===== config.mk =====
export PLATFORM = sky130hd
export DESIGN_NAME = lcd_responder
export DESIGN_NICKNAME = d
export VERILOG_FILES = /design/src/rtl/lcd_responder.sv
export SDC_FILE = /design/constraint.sdc
export NUM_CORES = 1
export LEC_CHECK = 0
export CELL_PAD_IN_SITES_DETAIL_PLACEMENT = 2
export CELL_PAD_IN_SITES_GLOBAL_PLACEMENT = 2
export CORE_ASPECT_RATIO = 1.75
export CORE_MARGIN = 2
export CORE_UTILIZATION = 52
export CTS_BUF_LIST = sky130_fd_sc_hd__clkbuf_8
export CTS_CLUSTER_DIAMETER = 120
export DETAILED_ROUTE_END_ITERATION = 8
export GPL_TIMING_DRIVEN = 0
export PLACE_DENSITY = 0.95
export SLEW_MARGIN = 20
export SYNTH_ARGS = -nofsm -noshare
export SYNTH_HDL_FRONTEND = slang
export SYNTH_SLANG_ARGS = --single-unit

===== constraint.sdc =====
create_clock -name clk -period 4.1 [get_ports clk]
set_input_delay 0.82 -clock clk [delete_from_list [all_inputs] [get_ports clk]]
set_output_delay 0.82 -clock clk [all_outputs]
set_load 0.005 [all_outputs]

===== src/rtl/lcd_responder.sv =====
// Display-side model of an HD44780-style parallel LCD bus: decodes instructions,
// keeps display/entry/function state, an address counter and a small DDRAM.
module lcd_responder #(
  parameter int DEPTH        = 32,
  parameter int AW           = 5,
  parameter int EXEC_CYCLES  = 37,
  parameter int CLEAR_CYCLES = 152
) (
  input  logic          clk,
  input  logic          rst_n,
  input  logic          e,
  input  logic          rs,
  input  logic          rw,
  input  logic [7:0]    lcd_data,
  output logic [7:0]    rd_data,
  output logic          rd_valid,
  output logic          busy_flag,
  output logic          cmd_err,
  output logic [AW-1:0] ac,
  output logic          disp_on,
  output logic          cursor_on,
  output logic          blink_on,
  output logic          inc_dec,
  output logic          shift_en,
  output logic          lines,
  output logic          font,
  output logic          bus8,
  input  logic [AW-1:0] dbg_addr,
  output logic [7:0]    dbg_data
);

  localparam int CW = $clog2(CLEAR_CYCLES + 1);
  localparam logic [CW-1:0] EXEC_N  = CW'(EXEC_CYCLES);
  localparam logic [CW-1:0] CLEAR_N = CW'(CLEAR_CYCLES);
  localparam logic [CW-1:0] CNT_ONE = CW'(1);
  localparam logic [AW-1:0] AC_ONE  = AW'(1);
  localparam logic [AW:0]   CLR_ONE = (AW+1)'(1);

  typedef enum logic [1:0] {IDLE, EXEC, CLEAR} state_t;

  state_t        state_q;
  logic [CW-1:0] cnt_q;
  logic [AW:0]   clr_q;
  logic          e_q, rs_q, rw_q;
  logic [7:0]    data_q;
  logic          busy_q, cmd_err_q, rd_valid_q;
  logic [7:0]    rd_data_q, dbg_data_q;
  logic [AW-1:0] ac_q;
  logic          disp_on_q, cursor_on_q, blink_on_q;
  logic          inc_dec_q, shift_en_q;
  logic          lines_q, font_q, bus8_q;

  logic [7:0]    mem_q [DEPTH];
  logic          mem_we;
  logic [AW-1:0] mem_waddr;
  logic [7:0]    mem_wdata;
  logic          fall;
  logic [7:0]    status;

  assign fall   = e_q & ~e;
  assign status = {busy_q, {(7-AW){1'b0}}, ac_q};

  function automatic logic [AW-1:0] stepAc(input logic [AW-1:0] a, input logic up);
    return up ? a + AC_ONE : a - AC_ONE;
  endfunction

  // The clear sweep owns the write port; data writes can only land while idle.
  always_comb begin
    mem_we    = 1'b0;
    mem_waddr = ac_q;
    mem_wdata = data_q;
    if (state_q == CLEAR && !clr_q[AW]) begin
      mem_we    = 1'b1;
      mem_waddr = clr_q[AW-1:0];
      mem_wdata = 8'h20;
    end else if (fall && !busy_q && rs_q && !rw_q) begin
      mem_we = 1'b1;
    end
  end

  always_ff @(posedge clk) begin
    if (mem_we) mem_q[mem_waddr] <= mem_wdata;
  end

  always_ff @(posedge clk or negedge rst_n) begin
    if (!rst_n) dbg_data_q <= 8'h00;
    else        dbg_data_q <= mem_q[dbg_addr];
  end

  always_ff @(posedge clk or negedge rst_n) begin
    if (!rst_n) begin
      state_q     <= IDLE;
      cnt_q       <= '0;
      clr_q       <= '0;
      e_q         <= 1'b0;
      rs_q        <= 1'b0;
      rw_q        <= 1'b0;
      data_q      <= 8'h00;
      busy_q      <= 1'b0;
      cmd_err_q   <= 1'b0;
      rd_valid_q  <= 1'b0;
      rd_data_q   <= 8'h00;
      ac_q        <= '0;
      disp_on_q   <= 1'b0;
      cursor_on_q <= 1'b0;
      blink_on_q  <= 1'b0;
      inc_dec_q   <= 1'b1;
      shift_en_q  <= 1'b0;
      lines_q     <= 1'b0;
      font_q      <= 1'b0;
      bus8_q      <= 1'b0;
    end else begin
      e_q       <= e;
      cmd_err_q <= 1'b0;
      if (e) begin
        rs_q   <= rs;
        rw_q   <= rw;
        data_q <= lcd_data;
      end

      if (e && !rs && rw) begin
        rd_data_q  <= status;
        rd_valid_q <= 1'b1;
      end else if (e && rs && rw && !busy_q) begin
        rd_data_q  <= mem_q[ac_q];
        rd_valid_q <= 1'b1;
      end else begin
        rd_valid_q <= 1'b0;
      end

      // busy_flag stays high for exactly the loaded count of cycles
      if (state_q != IDLE) begin
        if (cnt_q <= CNT_ONE) begin
          state_q <= IDLE;
          busy_q  <= 1'b0;
          cnt_q   <= '0;
        end else begin
          cnt_q <= cnt_q - CNT_ONE;
        end
        if (state_q == CLEAR && !clr_q[AW]) clr_q <= clr_q + CLR_ONE;
      end

      if (fall) begin
        if (busy_q) begin
          if (!rw_q) cmd_err_q <= 1'b1;
        end else if (rs_q) begin
          ac_q    <= stepAc(ac_q, inc_dec_q);
          state_q <= EXEC;
          cnt_q   <= EXEC_N;
          busy_q  <= 1'b1;
        end else if (!rw_q) begin
          casez (data_q)
            8'b1???????: begin
              ac_q    <= data_q[AW-1:0];
              state_q <= EXEC;
              cnt_q   <= EXEC_N;
              busy_q  <= 1'b1;
            end
            8'b01??????: begin
              state_q <= EXEC;
              cnt_q   <= EXEC_N;
              busy_q  <= 1'b1;
            end
            8'b001?????: begin
              bus8_q  <= data_q[4];
              lines_q <= data_q[3];
              font_q  <= data_q[2];
              state_q <= EXEC;
              cnt_q   <= EXEC_N;
              busy_q  <= 1'b1;
            end
            8'b0001????: begin
              if (!data_q[3]) ac_q <= stepAc(ac_q, data_q[2]);
              state_q <= EXEC;
              cnt_q   <= EXEC_N;
              busy_q  <= 1'b1;
            end
            8'b00001???: begin
              disp_on_q   <= data_q[2];
              cursor_on_q <= data_q[1];
              blink_on_q  <= data_q[0];
              state_q     <= EXEC;
              cnt_q       <= EXEC_N;
              busy_q      <= 1'b1;
            end
            8'b000001??: begin
              inc_dec_q  <= data_q[1];
              shift_en_q <= data_q[0];
              state_q    <= EXEC;
              cnt_q      <= EXEC_N;
              busy_q     <= 1'b1;
            end
            8'b0000001?: begin
              ac_q    <= '0;
              state_q <= EXEC;
              cnt_q   <= CLEAR_N;
              busy_q  <= 1'b1;
            end
            8'b00000001: begin
              ac_q      <= '0;
              inc_dec_q <= 1'b1;
              clr_q     <= '0;
              state_q   <= CLEAR;
              cnt_q     <= CLEAR_N;
              busy_q    <= 1'b1;
            end
            default: ;
          endcase
        end
      end
    end
  end

  assign rd_data   = rd_data_q;
  assign rd_valid  = rd_valid_q;
  assign busy_flag = busy_q;
  assign cmd_err   = cmd_err_q;
  assign ac        = ac_q;
  assign disp_on   = disp_on_q;
  assign cursor_on = cursor_on_q;
  assign blink_on  = blink_on_q;
  assign inc_dec   = inc_dec_q;
  assign shift_en  = shift_en_q;
  assign lines     = lines_q;
  assign font      = font_q;
  assign bus8      = bus8_q;
  assign dbg_data  = dbg_data_q;

endmodule


== After elaboration in Yosys (flattened, before gate mapping) ==
Memory sizes are Yosys's and may differ from the RTL's. A register that Yosys moved wholly into a read port is not among the register bits.
Cells that the tools add are included.

* Add/sub/neg operators: 4
* Order comparisons: 1
* Equality and inequality tests: 10
* Muxes and demuxes: 48
* Bitwise operators: 5
* Reduce and logical (&&, ||, !) cells: 27

{| class="wikitable"
|+ Operators with widths
! kind !! count
|-
| $mux W8 || 9
|-
| $mux W6 || 7
|-
| $mux W5 || 6
|-
| $reduce_and A5 Y1 || 5
|-
| $mux W1 || 16
|-
| $pmux W8 S2 || 1
|-
| $pmux W5 S3 || 1
|-
| $mux W2 || 6
|-
| $logic_and A1 B1 Y1 || 9
|-
| $eq A8 B1 Y1 const B || 1
|-
| $le A8 B1 Y1 const B || 1
|-
| $reduce_or A8 Y1 || 1
|-
| $sub A8 B1 Y8 const B || 1
|-
| $eq A7 B1 Y1 const B || 1
|-
| $reduce_or A7 Y1 || 1
|-
| $add A6 B1 Y6 const B || 1
|-
| $eq A6 B1 Y1 const B || 1
|-
| $reduce_bool A2 Y1 || 3
|-
| $reduce_or A6 Y1 || 1
|-
| $add A5 B1 Y5 const B || 1
|-
| $eq A5 B1 Y1 const B || 1
|-
| $logic_not A1 Y1 || 5
|-
| $sub A5 B1 Y5 const B || 1
|-
| $eq A4 B1 Y1 const B || 1
|-
| 11 further kinds || 14
|}

* Register bits after elaboration: 51
* Memory bits (writable): 256
* Output and inout bits: 32
* Logic and storage cells: 116
* Memories: 1

{| class="wikitable"
|+ Memories
! name !! words !! bits a word !! rd ports !! clocked after Yosys merged registers in !! write ports !! RTL line !! text
|-
| mem_q || 32 || 8 || 2 || 1 || 1 || 53 || <nowiki>logic [7:0] mem_q [DEPTH];</nowiki>
|}

== Logic depth before layout (Yosys ltp) ==
* Word-level depth: 9
* Mapped depth: 9
* Gate-level depth less buffers: 7

== Worst setup path after synthesis ==
OpenSTA, ideal clock, no wires.

* Path type: input port to flip-flop
* Start: input e
* End: memory mem_q[13][0], enable pin
* Setup time: 370 ps
* Arrival time: 2,505 ps
* Data required time: 3,730 ps
* Slack: 1,225 ps
* Cell stages on the path: 5
* Buffers on the path: 1
* Path through: buf_2 -> nor4b_2 -> nand4_1 -> a221o_1 -> nor2_1

* Cells in the longest elaborated chain, start to end: 9

{| class="wikitable"
|+ RTL lines
! element !! RTL line !! text
|-
| start: declaration || 11 || <nowiki>input logic e,</nowiki>
|-
| $not A1 Y1 || 60 || <nowiki>assign fall = e_q & ~e;</nowiki>
|-
| $and A1 B1 Y1 || 60 ||
|-
| $logic_and A1 B1 Y1 (3 in a row) || 76 || <nowiki>end else if (fall && !busy_q && rs_q && !rw_q) begin</nowiki>
|-
| $mux W1 || 76 ||
|-
| $mux W1 || 72 || <nowiki>if (state_q == CLEAR && !clr_q[AW]) begin</nowiki>
|-
| $mux W1 || 82 || <nowiki>if (mem_we) mem_q[mem_waddr] <= mem_wdata;</nowiki>
|-
| $mux W1 (implied by the code) || 82 ||
|-
| end: declaration || 53 ||
|}

Every way passes these cells.

== Worst setup path after layout ==
* Start: register ac_q[0], in the netlist ac[0]
* End: memory mem_q[5][1], enable pin

* Cells in the longest elaborated chain, start to end: 1

{| class="wikitable"
|+ RTL lines
! element !! RTL line !! text
|-
| start: declaration || 48 || <nowiki>logic [AW-1:0] ac_q;</nowiki>
|-
| start signal: assignment || 147 || <nowiki>ac_q <= stepAc(ac_q, inc_dec_q);</nowiki>
|-
| start signal: assignment || 154 || <nowiki>ac_q <= data_q[AW-1:0];</nowiki>
|-
| start signal: assignment || 173 || <nowiki>if (!data_q[3]) ac_q <= stepAc(ac_q, data_q[2]);</nowiki>
|-
| $mux W5 || 72 ||
|}

Every way passes these cells.

==> out/metrics.cfg <==
[critical_path]
critPathKind=reg -> reg
crit_family=buffers and inverters
cp-end-kind=flop
path_buf_inv=3
crit_chain=buf_4 -> buf_4 -> buf_2 -> nand4_1 -> a221o_1 -> nor2_1
worstPathArrival_ns=4.42
cp_common_cell=buf_4
cpPeakStageDelay_ns=0.90
regToRegSetupSlack_ns=-0.1
startpoint_type=flop
worst-path-max-fanout=10
crit_required_ns=4.33
critPathSlowestCell=nor2_1

[logic_synthesis]
synth.area.top_cells=edfxtp_1, mux4_2, dfrtp_1, mux2_2, nor2_1
seq_area_frac_synth_pct=61.0
synthFlopType=edfxtp_1
yosysTopAreaCell=edfxtp_1
yosysUniqueCellTypes=67
async_flop_share_pct=18.7
ys_warn_count=0
avgSynthCellArea_um2=16.7
syn_inst=900
syn-cell-area_um2=15000
ys_ff_latch=315
synth_top_area_share_pct=51.2
syn_nets=923
synth_edf_count=256

[cells_and_area]
layout-drive-gt1-share_pct=28.1
final_nets=1019
regArea_um2=9170
final_cell_mix=edfxtp_1, mux4_2, nor2_1, dfrtp_1, nand2_1
fillers=2360
layout_commonest_cell=edfxtp_1
layout.cells.non_filler=1416
syn_to_final_growth_pct=13.5
postLayoutCellArea_um2=17000
multiInputGateArea_um2=5540

[pwr]
intPower_w=0.00518
switchingPower_w=0.00176
ir_drop_uv=313
seqPwrFrac_pct=51.2
power_density_nw_per_um2=407
power_leakage_nw=5.66
p_comb_share_pct=7.2
pwr-share-clk_pct=41.6
p_sw_share_pct=25.3

[cts]
postCtsSetupBuffers=0
clk_pin_slew_ns=0.08
insertion_delay_ns=0.62
cts_tree=built
clock-sinks=315
numCtsBuffers=46
cts.path.max_buffers=3
cts-root-buf=clkbuf_8
htree_levels=2

[timing]
slew_violations=0
rsz0062_at_grt=yes
layout_min_cycle_time_ns=4.20
worstMarginPinSlew_ns=1.26
worst_slack_ns=-0.0953
maxSlewHeadroom_pct=16.3
setup_viol=44
fin_worst_skew_ns=0.0299
finalCritPeriodShare_pct=102
max_freq_mhz=238
hold_violations=0

[global_route]
track_usage_pct=43.9
grt_pass1_wl_um=92500
grt_pass1_vias=11704
antenna_found_initial=9
overflow=0
grt_max_degree=53

[placed_design]
dpl.cell_count=1326
dpl.hpwl_um=40700
portBuffers=44
gp_congestion=0.905
placed_cell_area_um2=16000

[drt]
drt_wl_total_um=64800
drc=0
wl_per_cell_um=45.7
drtPass1Iterations=5
drtIter0Drc=1508
ant_nets=0
via_count=10931
vias_per_cell=7.72

[floorplanning]
io_pins=50
die_area_um2=30300
num_rows=82
die_height_um=229
core_area_um2=28500
initial_core_util_pct=52.6
die_w_um=132

[status]
status=finished with violations
violations=negative setup slack

[job]
cap_violations=0

[worst_hold_path]
min_path_type=in -> async

per-layer routing:
| layer | share of wire, % | global-route usage, % |
|---|---|---|
| met1 | 32 | 50.3 |
| met2 | 47 | 69.1 |
| met3 | 10 | 12.2 |
| met4 | 10 | 34.8 |
| met5 | 0.048 | 0 |
final timing paths:
check	start	to	cells after the start
min	rst_n	cnt_q[7]	1
max	ac[0]	mem_q[5][1]	6
max reg2reg	ac[0]	mem_q[5][1]	6
min in group clk	disp_on	disp_on	1
max in group asynchronous	rst_n	inc_dec	2
min reg2reg	disp_on	disp_on	1
kinds of logic (layout without fill, tap and decap cells):
kind of cell	count (synthesis)	in the layout	synth area share [%]
flip-flops	315	315	61.0
AND/OR/NAND/NOR	205	205	6.76
multiplexers	188	188	24.4
AO/OA/AOI/OAI	106	106	4.48
buffers and inverters	71	203	2.32
XOR/XNOR	10	10	0.583
adder cells (fa/ha/maj)	5	5	0.417
other	0	6	0
stage by stage:
| step | setup TNS (ns) | total power (W) | utilization (%) | worst slack (ns) | hold slack, ns |
|---|---|---|---|---|---|
| final | -1.79 | 0.00694 | 59.8 | -0.0953 | 0.0506 |
| after global routing | -0.278 | 0.00704 | 59.7 | -0.0311 | 0.0562 |
| after CTS | -0.00260 | 0.00691 | 59.6 | -0.00260 | 0.0545 |
| after detailed placement | -57.39 | 0.00408 | 56.2 | -0.366 | 0.503 |
| after global placement | -9.73 | 0.00403 | 55.8 | -0.152 | 0.465 |
| after floorplan | 0 | 0.00384 | - | 1.22 | 0.473 |
Yosys cell counts (2+ instances only):
library cell and number:
buf_2 11, nor3_1 15, and2_1 7, nand3_1 7
a311oi_1 3, a21oi_1 20, buf_4 16, nand3b_1 4
edfxtp_1 256, o22ai_1 6, or3b_2 2, inv_1 8
a21o_1 3, mux2i_1 23, nand4_1 9, a211oi_1 4
nor4_1 6, nand2_1 57, and4_1 2, nor3b_1 2
or4_1 4, nor2b_1 4, mux4_2 140, a32o_1 2
nand2b_1 6, dfrtp_1 58, a21boi_0 2, xor2_1 3
clkbuf_1 22, a22oi_1 4, nor4bb_1 2, nor2_1 63
clkinv_1 2, ha_1 5, xnor2_1 7, a31oi_1 7
buf_1 10, a31o_2 2, mux2_2 25, or3_1 6
a22o_1 2, o21ai_0 37, o211a_1 2
power by group through the flow:
stage	clock (W)	sequential (W)	combinational, W
6_report	0.00288	0.00355	0.000500
5_1_grt	0.00298	0.00355	0.000509
2_1_floorplan	0	0.00361	0.000234
3_5_place_dp	0	0.00362	0.000459
4_1_cts	0.00288	0.00355	0.000478
3_3_place_gp	0	0.00362	0.000410
final cells by class:
type,count,area share [%]
clock inverter,33,1.70
timing repair buffer,48,3.00
tap,378,2.78
buffer,60,1.80
sequential,315,53.8
antenna,6,0.0881
clock buffer,51,4.12
inverter,11,0.242
multi-input combinational,514,32.5
timing repair:
item / 4_1_cts / 5_1_grt
setup endpoints to repair: 6 / 22
hold buffers: 0 / 0
gates resized for setup: 1 / 1
hold endpoints to repair: 0 / 0
registers in the layout, summed over array words and instances, names as in the netlist, 2 cells and up:
signal    flops
mem_q       256
data_q        8
cnt_q         8
dbg_data      8
rd_data       8
state_q       2
ac            5
clr_q         6
Note: power is estimated with default switching activity, not from simulation.
